`config.mk`:
```
export PLATFORM = sky130hd
export DESIGN_NAME = mem_stage_access_unit
export DESIGN_NICKNAME = d
export VERILOG_FILES = /design/src/rtl/mem_stage_pkg.sv /design/src/rtl/mem_timeout_counter.sv /design/src/rtl/mem_stage_access_unit.sv
export SDC_FILE = /design/constraint.sdc
export NUM_CORES = 1
export LEC_CHECK = 0
export ABC_AREA = 1
export CAP_MARGIN = 20
export CELL_PAD_IN_SITES_DETAIL_PLACEMENT = 0
export CELL_PAD_IN_SITES_GLOBAL_PLACEMENT = 2
export CORE_MARGIN = 2
export CORE_UTILIZATION = 24
export DETAILED_ROUTE_END_ITERATION = 8
export PLACE_DENSITY = 0.9
export SYNTH_ARGS = -nofsm -noshare
export SYNTH_HDL_FRONTEND = slang
export SYNTH_HIERARCHICAL = 1
export SYNTH_SLANG_ARGS = --single-unit
```
`constraint.sdc`:
```
create_clock -name clk -period 2.7 [get_ports clk]
set_input_delay 0.27 -clock clk [delete_from_list [all_inputs] [get_ports clk]]
set_output_delay 0.27 -clock clk [all_outputs]
set_load 0.005 [all_outputs]
```
`src/rtl/mem_stage_pkg.sv`:
```
// Shared types and constants for the MEM-stage access unit.
// State encoding, default timeout, and the word-alignment mask.
package mem_stage_pkg;

    typedef enum logic [1:0] {
        IDLE     = 2'd0,
        ACCESS   = 2'd1,
        COMPLETE = 2'd2
    } state_e;

    localparam int         DEFAULT_TIMEOUT = 255;
    localparam logic [1:0] ALIGN_MASK      = 2'b11;

endpackage

```
`src/rtl/mem_timeout_counter.sv`:
```
// Counts ACCESS cycles; expired is high on the cycle the count reaches TIMEOUT-1.
// Zero latency from count to expired; clear has priority over enable.
module mem_timeout_counter
    import mem_stage_pkg::*;
#(
    parameter int TIMEOUT   = DEFAULT_TIMEOUT,
    parameter int TIMEOUT_W = 8
) (
    input  logic clk,
    input  logic reset,
    input  logic clear,
    input  logic enable,
    output logic expired
);

    logic [TIMEOUT_W-1:0] cnt_q;
    logic [TIMEOUT_W-1:0] cnt_d;

    always_comb begin
        cnt_d = cnt_q;
        if (clear) begin
            cnt_d = '0;
        end else if (enable) begin
            cnt_d = cnt_q + 1'b1;
        end
    end

    always_ff @(posedge clk or negedge reset) begin
        if (!reset) begin
            cnt_q <= '0;
        end else begin
            cnt_q <= cnt_d;
        end
    end

    assign expired = (cnt_q == TIMEOUT_W'(TIMEOUT - 1));

endmodule

```
`src/rtl/mem_stage_access_unit.sv`:
```
// MEM stage: turns EX/MEM memory controls into req/ack transactions and feeds MEM/WB.
// Non-memory ops take one cycle; memory ops stall upstream from IDLE through ACCESS.
module mem_stage_access_unit
    import mem_stage_pkg::*;
#(
    parameter int DATA_WIDTH = 32,
    parameter int TIMEOUT    = DEFAULT_TIMEOUT,
    parameter int TIMEOUT_W  = 8
) (
    input  logic                  clk,
    input  logic                  reset,
    input  logic                  in_Valid,
    input  logic [DATA_WIDTH-1:0] in_ALUResult,
    input  logic [DATA_WIDTH-1:0] in_ReadData2,
    input  logic                  in_CtrlMemRead,
    input  logic                  in_CtrlMemWrite,
    input  logic                  in_CtrlALUOrMem,
    output logic                  out_Stall,
    output logic                  mem_req,
    output logic                  mem_we,
    output logic [DATA_WIDTH-1:0] mem_addr,
    output logic [DATA_WIDTH-1:0] mem_wdata,
    input  logic                  mem_ack,
    input  logic [DATA_WIDTH-1:0] mem_rdata,
    output logic                  out_Valid,
    output logic [DATA_WIDTH-1:0] out_ReadData,
    output logic [DATA_WIDTH-1:0] out_ALUResult,
    output logic                  out_CtrlALUOrMem,
    output logic                  out_Error
);

    state_e                state_q, state_d;
    logic                  mem_req_q, mem_req_d;
    logic                  mem_we_q, mem_we_d;
    logic [DATA_WIDTH-1:0] mem_addr_q, mem_addr_d;
    logic [DATA_WIDTH-1:0] mem_wdata_q, mem_wdata_d;
    logic                  out_valid_q, out_valid_d;
    logic [DATA_WIDTH-1:0] out_read_data_q, out_read_data_d;
    logic [DATA_WIDTH-1:0] out_alu_result_q, out_alu_result_d;
    logic                  out_ctrl_q, out_ctrl_d;
    logic                  out_error_q, out_error_d;

    logic memop;
    logic misaligned;
    logic cnt_clear;
    logic cnt_en;
    logic cnt_expired;

    assign memop      = in_Valid & (in_CtrlMemRead | in_CtrlMemWrite);
    assign misaligned = |(in_ALUResult[1:0] & ALIGN_MASK);

    mem_timeout_counter #(
        .TIMEOUT   (TIMEOUT),
        .TIMEOUT_W (TIMEOUT_W)
    ) u_timeout (
        .clk     (clk),
        .reset   (reset),
        .clear   (cnt_clear),
        .enable  (cnt_en),
        .expired (cnt_expired)
    );

    always_comb begin
        state_d          = state_q;
        mem_req_d        = mem_req_q;
        mem_we_d         = mem_we_q;
        mem_addr_d       = mem_addr_q;
        mem_wdata_d      = mem_wdata_q;
        out_valid_d      = out_valid_q;
        out_read_data_d  = out_read_data_q;
        out_alu_result_d = out_alu_result_q;
        out_ctrl_d       = out_ctrl_q;
        out_error_d      = out_error_q;
        cnt_clear        = 1'b0;
        cnt_en           = 1'b0;

        case (state_q)
            IDLE: begin
                out_valid_d = 1'b0;
                if (memop) begin
                    out_alu_result_d = in_ALUResult;
                    out_ctrl_d       = in_CtrlALUOrMem;
                    if (misaligned) begin
                        out_error_d     = 1'b1;
                        out_valid_d     = 1'b1;
                        out_read_data_d = '0;
                        state_d         = COMPLETE;
                    end else begin
                        // A set MemRead wins over MemWrite, so both-set is a load.
                        mem_req_d   = 1'b1;
                        mem_we_d    = !in_CtrlMemRead;
                        mem_addr_d  = in_ALUResult;
                        mem_wdata_d = in_ReadData2;
                        cnt_clear   = 1'b1;
                        state_d     = ACCESS;
                    end
                end else if (in_Valid) begin
                    out_valid_d      = 1'b1;
                    out_alu_result_d = in_ALUResult;
                    out_ctrl_d       = in_CtrlALUOrMem;
                    out_read_data_d  = '0;
                end
            end
            ACCESS: begin
                cnt_en = 1'b1;
                if (mem_ack) begin
                    mem_req_d       = 1'b0;
                    out_read_data_d = mem_we_q ? '0 : mem_rdata;
                    out_valid_d     = 1'b1;
                    state_d         = COMPLETE;
                end else if (cnt_expired) begin
                    mem_req_d       = 1'b0;
                    out_error_d     = 1'b1;
                    out_read_data_d = '0;
                    out_valid_d     = 1'b1;
                    state_d         = COMPLETE;
                end
            end
            COMPLETE: begin
                // Inputs still hold the finished instruction here; ignore them.
                out_valid_d = 1'b0;
                state_d     = IDLE;
            end
            default: begin
                state_d = IDLE;
            end
        endcase
    end

    always_ff @(posedge clk or negedge reset) begin
        if (!reset) begin
            state_q          <= IDLE;
            mem_req_q        <= 1'b0;
            mem_we_q         <= 1'b0;
            mem_addr_q       <= '0;
            mem_wdata_q      <= '0;
            out_valid_q      <= 1'b0;
            out_read_data_q  <= '0;
            out_alu_result_q <= '0;
            out_ctrl_q       <= 1'b0;
            out_error_q      <= 1'b0;
        end else begin
            state_q          <= state_d;
            mem_req_q        <= mem_req_d;
            mem_we_q         <= mem_we_d;
            mem_addr_q       <= mem_addr_d;
            mem_wdata_q      <= mem_wdata_d;
            out_valid_q      <= out_valid_d;
            out_read_data_q  <= out_read_data_d;
            out_alu_result_q <= out_alu_result_d;
            out_ctrl_q       <= out_ctrl_d;
            out_error_q      <= out_error_d;
        end
    end

    // Gated by reset so the pipeline is never held while the unit is in reset.
    assign out_Stall = reset & (((state_q == IDLE) & memop) | (state_q == ACCESS));

    assign mem_req          = mem_req_q;
    assign mem_we           = mem_we_q;
    assign mem_addr         = mem_addr_q;
    assign mem_wdata        = mem_wdata_q;
    assign out_Valid        = out_valid_q;
    assign out_ReadData     = out_read_data_q;
    assign out_ALUResult    = out_alu_result_q;
    assign out_CtrlALUOrMem = out_ctrl_q;
    assign out_Error        = out_error_q;

endmodule

```
* Word-level counts from Yosys, hierarchy flattened
Index checks and enable logic that the tools add are counted.
** Operators by class
- $add $sub $neg :: 1
- Equality and inequality tests :: 11
- Mux-type cells :: 37
- Bitwise operators :: 6
- Reductions and logical operators :: 14
** Operators by type and width (count)
- 32-bit two-way mux :: 8
- 32-bit one-hot mux with 2 select lines :: 1
- 1-bit two-way mux :: 18
- 8-bit two-way mux :: 2
- 2-bit != test, second input constant :: 5
- 3-bit != test, second input constant :: 3
- 8-bit by 1-bit adder with 8-bit output, second input constant :: 1
- 8-bit equality test, second input constant :: 1
- 2-bit two-way mux :: 4
- 4-bit AND reduction :: 2
- 2-bit AND reduction :: 3
- 2-bit nonzero test :: 3
- 5-bit AND reduction :: 1
- 1-bit one-hot mux with 2 select lines :: 2
- 2-bit one-hot mux with 2 select lines :: 1
- 1-bit bitwise AND :: 3
- 1-bit one-hot mux with 3 select lines :: 1
- 3-bit AND reduction :: 1
- 3-bit nonzero test :: 1
- 2-bit by 1-bit equality test with 1-bit output, second input constant :: 1
- 2-bit equality test, second input constant :: 1
- 2-bit logical NOT :: 1
- 1-bit bitwise OR :: 2
- 2-bit OR reduction :: 1
- 2 further kinds :: 2
** Word-level totals
- Register bits after elaboration :: 143
- Output and inout port bits :: 134

* Logic depth before layout (Yosys ltp)
Gate-level depths: netlist of run 1.
- Word-level depth :: 5
- Depth in mapped cells :: 14
- Mapped depth without buffers :: 12

* Modules after synthesis
The synthesis of run 1 kept the hierarchy.
** Modules (own cells, without submodules)
- mem_stage_access_unit :: times used 1, cells an instance 647, area each 5545.3 um2
- mem_timeout_counter :: times used 1, cells an instance 58, area each 459.2 um2

* Worst setup path after synthesis of run 1
Ideal clock, no wire load.
- Path kind :: reg-to-reg
- From :: register state_q[0]
- To :: register u_timeout.cnt_q[5]
- Library setup time :: 0.117 ns
- Data arrival time :: 1.799 ns
- Required time :: 2.583 ns
- Path slack :: 0.784 ns
- Cell stages (with the launch flop) :: 14
- Cell sequence :: dfrtp_1 -> inv_1 -> ha_1 -> nand2_2 -> inv_2 -> nand3_2 -> buf_4 -> inv_2 -> buf_4 -> nor2_4 -> nor2_4 -> nand3_2 -> nor2_1 -> nor2_1
** On the way
- Longest elaborated chain between the ends :: 3
** RTL lines
- start, declared :: RTL line mem_stage_access_unit.sv:32 : state_e state_q, state_d;
- start signal, assigned :: RTL line mem_stage_access_unit.sv:143 : state_q <= state_d;
- 2-bit logical NOT * :: RTL line mem_stage_access_unit.sv:77 : case (state_q)
- 1-bit two-way mux * :: RTL line mem_stage_access_unit.sv:77
- named net cnt_clear :: RTL line mem_stage_access_unit.sv:45 : logic cnt_clear;
- 8-bit two-way mux or 2-bit nonzero test (tied branches)
- end signal, assigned :: RTL line mem_timeout_counter.sv:32 : cnt_q <= cnt_d;
- end, declared :: RTL line mem_timeout_counter.sv:16 : logic [TIMEOUT_W-1:0] cnt_q;
The timed path passes the listed nets; every way through them passes the cells marked *.
A chain may end at the register's enable or synchronous reset.

* Worst setup path after layout of run 1
- From :: register state_q[0]
- To :: output port out_Stall
** On the way
- Longest elaborated chain between the ends :: 4
** RTL lines
- 2-bit logical NOT :: RTL line mem_stage_access_unit.sv:157 : assign out_Stall = reset & (((state_q == IDLE) & memop) | (state_q == ACCESS));
- 1-bit bitwise AND :: RTL line mem_stage_access_unit.sv:157
- 1-bit bitwise OR * :: RTL line mem_stage_access_unit.sv:157
- 1-bit bitwise AND * :: RTL line mem_stage_access_unit.sv:157
- end, declared :: RTL line mem_stage_access_unit.sv:18 : output logic out_Stall,
Mark *: on every way between the ends. The rest lies on a longest branch, timed or not.

==> results.sh, run 1 <==
export IMPL_outcome="finished with violations"
export IMPL_violations="hold timing"
export IMPL_wl_per_cell_um=14.24
export IMPL_clock_sinks=143
export IMPL_power_density_nw_per_um2=965.9
export IMPL_path_max_fanout=6
export IMPL_fin_cells=1273
export IMPL_ys_ff_latch=143
export IMPL_cellLeakagePower_nw=4.573
export IMPL_grt_use_total_pct=13.77
export IMPL_post_route_worst_setup_slack_ps=248.5
export IMPL_synthCells=705
export IMPL_drcViolationCount=0
export IMPL_io_pins=237
export IMPL_syn_area_per_cell_um2=8.517
export IMPL_multi_input_area_um2=1952
export IMPL_io_buffers=236
export IMPL_dieWidth_um=162.2
export IMPL_skew_ps=15.93
export IMPL_grt_pass1_wl_um=28320
export IMPL_antenna_found_initial=0
export IMPL_dpl_hpwl_um=12240
export IMPL_drive_gt1_share_pct=6.322
export IMPL_drt_first_pass_iters=4
export IMPL_grt_overflow_total=0
export IMPL_ys_warn_count=6
export IMPL_synth_fp_nets=813
export IMPL_finalSetupViolations=0
export IMPL_worstMarginPinSlew_ps=792.2
export IMPL_reg2reg_slack_ps=640
export IMPL_gp_congestion=0.7538
export IMPL_drtIter0Drc=365
export IMPL_cts_resized=0
export IMPL_slew_headroom_pct=47.19
export IMPL_dp_slack_ps=421.8
export IMPL_regArea_um2=3578
export IMPL_placed_area_um2=8733
export IMPL_min_path_type="primary input to async pin"
export IMPL_final_net_count=1044
export IMPL_yosys_top_cells_area="dfrtp_1, nand2_1, inv_1"
export IMPL_synth_distinct_cells=22
export IMPL_vias=5230
export IMPL_dieArea_um2=26300
export IMPL_fmax_mhz=407.9
export IMPL_holdWs_ps=-9.429
export IMPL_cap_violations=0
export IMPL_hold_buffers=0
export IMPL_final_hold_violation_count=8
export IMPL_via_per_inst=4.108
export IMPL_cp_end_kind="primary output"
export IMPL_stdcell_area_um2=9284
export IMPL_cts_tree="yes"
export IMPL_tns_ps=0
export IMPL_n_antenna_cell=0
export IMPL_cts_made_buffers=17
export IMPL_ant_nets=0
export IMPL_path_clk_slew_ps=60
export IMPL_yosysTopAreaCell="dfrtp_1"
export IMPL_crit_type="flop to primary output"
export IMPL_cts_root_buffer="clkbuf_16"
export IMPL_arrival_ps=2180
export IMPL_cts_buffer_depth=2
export IMPL_synth_top_area_share_pct=59.60
export IMPL_period_minus_slack_ps=2451
export IMPL_grt_pass1_vias=5118
export IMPL_syn2layout_area_growth_pct=54.62
export IMPL_start_kind="flop"
export IMPL_fin_util_pct=37.95
export IMPL_seq_area_frac_synth_pct=59.60
export IMPL_synth_area_um2=6005
export IMPL_fin_crit_sh_pct=90.80
export IMPL_routed_wl_um=18130
export IMPL_core_area_um2=24460
export IMPL_clk_latency_ps=420
export IMPL_peakVddDrop_v=0.0004310
export IMPL_cp_required_ps=2430
export IMPL_die_h_um=162.2
export IMPL_maxSlewViolCount=0
export IMPL_htreeDepth=4
export IMPL_rows=57
export IMPL_rsz0062_at_grt="false"
export IMPL_initial_utilization_pct=24.55
export IMPL_dp_cells=1241
export IMPL_grt_max_degree=144
export IMPL_n_fill_cell=2500
export IMPL_post_cts_setup_buffers=0
## final cells by class
class / count / area share, %
timing repair buffer: 248 / 26.70
multi-input combinational: 441 / 21.02
tap: 324 / 4.367
clock inverter: 15 / 1.348
inverter: 85 / 3.437
clock buffer: 17 / 4.582
sequential: 143 / 38.54
## metrics by stage
step	power [W]	hold slack (ps)
after floorplan	0.004635	-25.59
after global placement	0.006799	455.3
after detailed placement	0.006827	459.5
after CTS	0.009137	51.21
after global routing	0.009580	78.69
final	0.008968	-9.429
## worst max-delay path: stages, from the launching register on
cell and delay, ps:
dfrtp_1 420, inv_1 70, ha_1 260, nand2_2 90, inv_2 150, nand2_1 60, a21boi_0 150, clkdlybuf4s50_1 560
## state kept, by name, indices dropped and copies added, names as in the netlist
register	count
out_Valid	1
mem_we	1
out_ReadData	32
mem_addr	32
mem_req	1
u_timeout/cnt_q	8
out_Error	1
mem_wdata	32
out_ALUResult	32
state_q	2
out_CtrlALUOrMem	1
## placed cells by master, fill, tap and decap left out, types with 2 or more instances in the layout
master,n
nand2_1,261
nor2_2,2
o21ai_0,35
inv_8,2
inv_2,5
nor2_1,46
clkbuf_16,17
nand2_2,2
nor2_4,3
inv_1,80
clkinvlp_4,3
a21oi_1,6
nand4_1,35
nand3_1,9
clkinv_4,3
clkinv_2,2
ha_1,5
inv_6,5
buf_12,2
dfrtp_1,143
clkdlybuf4s50_1,235
o21ai_1,31
buf_4,10
## path summary, 6_finish.rpt
path	from	cells past startpoint	to
hold reg to reg	mem_addr[0]	2	mem_addr[0]
setup reg to reg	u_timeout/cnt_q[0]	11	out_ReadData[2]
max in group asynchronous	reset	2	mem_wdata[30]
min in group clk	in_ReadData2[19]	3	mem_wdata[19]
hold / removal	reset	2	out_CtrlALUOrMem
setup / recovery	state_q[0]	7	out_Stall
## synthesized netlist by cell type
cell / count
a21oi_1: 6
nand3_1: 9
inv_2: 5
buf_4: 4
nand2_2: 2
inv_1: 80
buf_2: 12
o21ai_0: 35
dfrtp_1: 143
ha_1: 5
nand3_2: 2
nor2_2: 1
nand3b_1: 1
a21boi_0: 1
nor3_1: 1
o21ai_1: 31
or2_2: 1
nand2_1: 261
nor2_1: 47
nor2_4: 3
clkbuf_1: 20
nand4_1: 35
## kinds of logic after synthesis
logic type	synth area share (%)
compound gates	6.126
flops	59.60
simple gates	25.17
fa+ha+maj	1.042
buf+inv	8.064
## layer usage
layer	track usage, %	wire [um]
met5	0	0
met4	4.063	222
met3	4.009	953
met2	21.95	8631
met1	18.18	8325
## report_power, final
group	total [W]	switching [W]	internal, W
Combinational	0.00336	0.00152	0.00185
Clock	0.00223	0.00103	0.00120
Sequential	0.00337	0.000445	0.00293
Total	0.00897	0.00299	0.00598
Note: power is estimated with default switching activity, not from simulation.
==> inputs of run 2 (changes only) <==
--- a/config.mk
+++ b/config.mk
@@ -9,7 +9,6 @@
 export CAP_MARGIN = 20
 export CELL_PAD_IN_SITES_DETAIL_PLACEMENT = 0
 export CELL_PAD_IN_SITES_GLOBAL_PLACEMENT = 2
-export CORE_MARGIN = 2
 export CORE_UTILIZATION = 24
 export DETAILED_ROUTE_END_ITERATION = 8
 export PLACE_DENSITY = 0.9
==> results.sh, run 2 (synthesized netlist as in run 1, its figures left out) <==
export IMPL_routed_wl_um=18070
export IMPL_drtIter0Drc=284
export IMPL_dieWidth_um=160.2
export IMPL_ant_nets=0
export IMPL_r2r_start="state_q[0]"
export IMPL_initial_utilization_pct=24.55
export IMPL_crit_family="buffers and inverters"
export IMPL_arrival_ps=2130
export IMPL_drive_gt1_share_pct=6.125
export IMPL_core_area_um2=24460
export IMPL_clkPwrFrac_pct=26.3
export IMPL_cellLeakagePower_nw=4.592
export IMPL_skew_ps=11.83
export IMPL_fin_crit_sh_pct=88.91
export IMPL_p_comb_share_pct=36.8
export IMPL_reg2reg_slack_ps=580
export IMPL_final_net_count=1042
export IMPL_r2r_end="u_timeout/cnt_q[7]"
export IMPL_syn2layout_area_growth_pct=55.12
export IMPL_wl_per_cell_um=14.21
export IMPL_htreeDepth=4
export IMPL_fmax_mhz=416.6
export IMPL_period_minus_slack_ps=2401
export IMPL_drt_first_pass_iters=4
export IMPL_dp_slack_ps=387.7
export IMPL_finalSetupViolations=0
export IMPL_cts_root_buffer="clkbuf_16"
export IMPL_crit_type="flop to primary output"
export IMPL_gp_congestion=0.7357
export IMPL_cts_tree="yes"
export IMPL_rows=57
export IMPL_post_cts_setup_buffers=0
export IMPL_clock_sinks=143
export IMPL_dpl_hpwl_um=11890
export IMPL_critPathSlowestCell="clkdlybuf4s50_1"
export IMPL_vias=5267
export IMPL_p_int_w=0.006080
export IMPL_min_path_type="primary input to async pin"
export IMPL_slew_headroom_pct=43.99
export IMPL_p_sw_share_pct=33.43
export IMPL_cap_violations=0
export IMPL_outcome="finished with violations"
export IMPL_path_max_fanout=6
export IMPL_dieArea_um2=25660
export IMPL_die_h_um=160.2
export IMPL_cp_required_ps=2430
export IMPL_worst_path_buf_inv=3
export IMPL_maxSlewViolCount=0
export IMPL_slowest_delay_ps=560
export IMPL_cp_cell_sequence="inv_1, ha_1, nand2_2, inv_2, nand2_1, a21boi_0, clkdlybuf4s50_1"
export IMPL_peakVddDrop_v=0.0003535
export IMPL_fin_util_pct=38.07
export IMPL_cp_end_kind="primary output"
export IMPL_rsz0062_at_grt="false"
export IMPL_p_sw_w=0.003053
export IMPL_final_hold_violation_count=44
export IMPL_io_pins=237
export IMPL_grt_use_total_pct=14.34
export IMPL_worstMarginPinSlew_ps=840.1
export IMPL_antenna_found_initial=0
export IMPL_violations="hold timing"
export IMPL_reg2reg_depth=12
export IMPL_holdWs_ps=-25.91
export IMPL_grt_max_degree=144
export IMPL_grt_overflow_total=0
export IMPL_path_clk_slew_ps=70
export IMPL_power_density_nw_per_um2=980.6
export IMPL_tns_ps=0
export IMPL_start_kind="flop"
export IMPL_via_per_inst=4.144
export IMPL_seqPwrFrac_pct=36.9
export IMPL_grt_pass1_vias=4918
export IMPL_n_antenna_cell=0
export IMPL_drcViolationCount=0
export IMPL_power_w=0.009133
export IMPL_io_buffers=236
export IMPL_cts_made_buffers=17
export IMPL_hold_buffers=0
export IMPL_cts_resized=0
export IMPL_cts_buffer_depth=2
export IMPL_grt_pass1_wl_um=28520
export IMPL_final_common_cell="nand2_1"
export IMPL_post_route_worst_setup_slack_ps=299.5
export IMPL_clk_latency_ps=420
export IMPL_final_cell_mix="nand2_1, clkdlybuf4s50_1, dfrtp_1, inv_1, nor2_1"
-- run 2: changes by cell type in the layout (fill, tap and decap cells not counted), sizes merged --
| cell | before | now |
|---|---|---|
| clkinv | 5 | 4 |
| buf | 13 | 11 |
| clkinvlp | 3 | 1 |
| inv | 92 | 94 |
| bufinv | 0 | 1 |
-- run 2: worst max path at each step --
stage	start	to	slack [ps]	cells after the start
3_3_place_gp	in_ALUResult[1]	u_timeout/cnt_q[5]	430	9
5_1_grt	state_q[1]	out_Stall	150	7
4_1_cts	state_q[0]	out_Stall	250	7
3_5_place_dp	in_ALUResult[1]	u_timeout/cnt_q[7]	390	10
2_1_floorplan	state_q[0]	u_timeout/cnt_q[5]	780	13
6_report	state_q[0]	out_Stall	300	7
-- run 2: metal layers --
metal	track usage, %	vias up	part of all wire [%]	wire, um
met5	0	-	0	0
met4	4.892	0	1.6	285
met3	4.052	14	5.2	932
met2	22.06	141	47	8537
met1	19.27	2457	46	8310
li1	-	2655	-	-
-- run 2: cell type report --
cell class,instances,area [um^2]
clock buffer,17,425.4
clock inverter,15,170.2
fill,2486,15150
inverter,85,319.1
multi-input combinational,441,1952
sequential,143,3578
tap,324,405.4
timing repair buffer,246,2464
-- run 2: stage by stage --
step / hold WS [ps] / area (um^2) / instances
floorplan: -25.59 / 6005 / 705
global placement: 451.4 / 8718 / 1239
detailed placement: 453.8 / 8718 / 1239
CTS: 39.52 / 9314 / 1271
global route: 71.14 / 9314 / 1271
finish: -25.91 / 9314 / 1271
-- run 2: power groups by stage --
stage          logic, W  clock network [W]  registers, W
2_1_floorplan   0.00121                  0       0.00343
3_3_place_gp    0.00342                  0       0.00339
3_5_place_dp    0.00342                  0       0.00340
4_1_cts         0.00343            0.00249       0.00338
5_1_grt         0.00369            0.00259       0.00347
6_report        0.00336            0.00240       0.00337
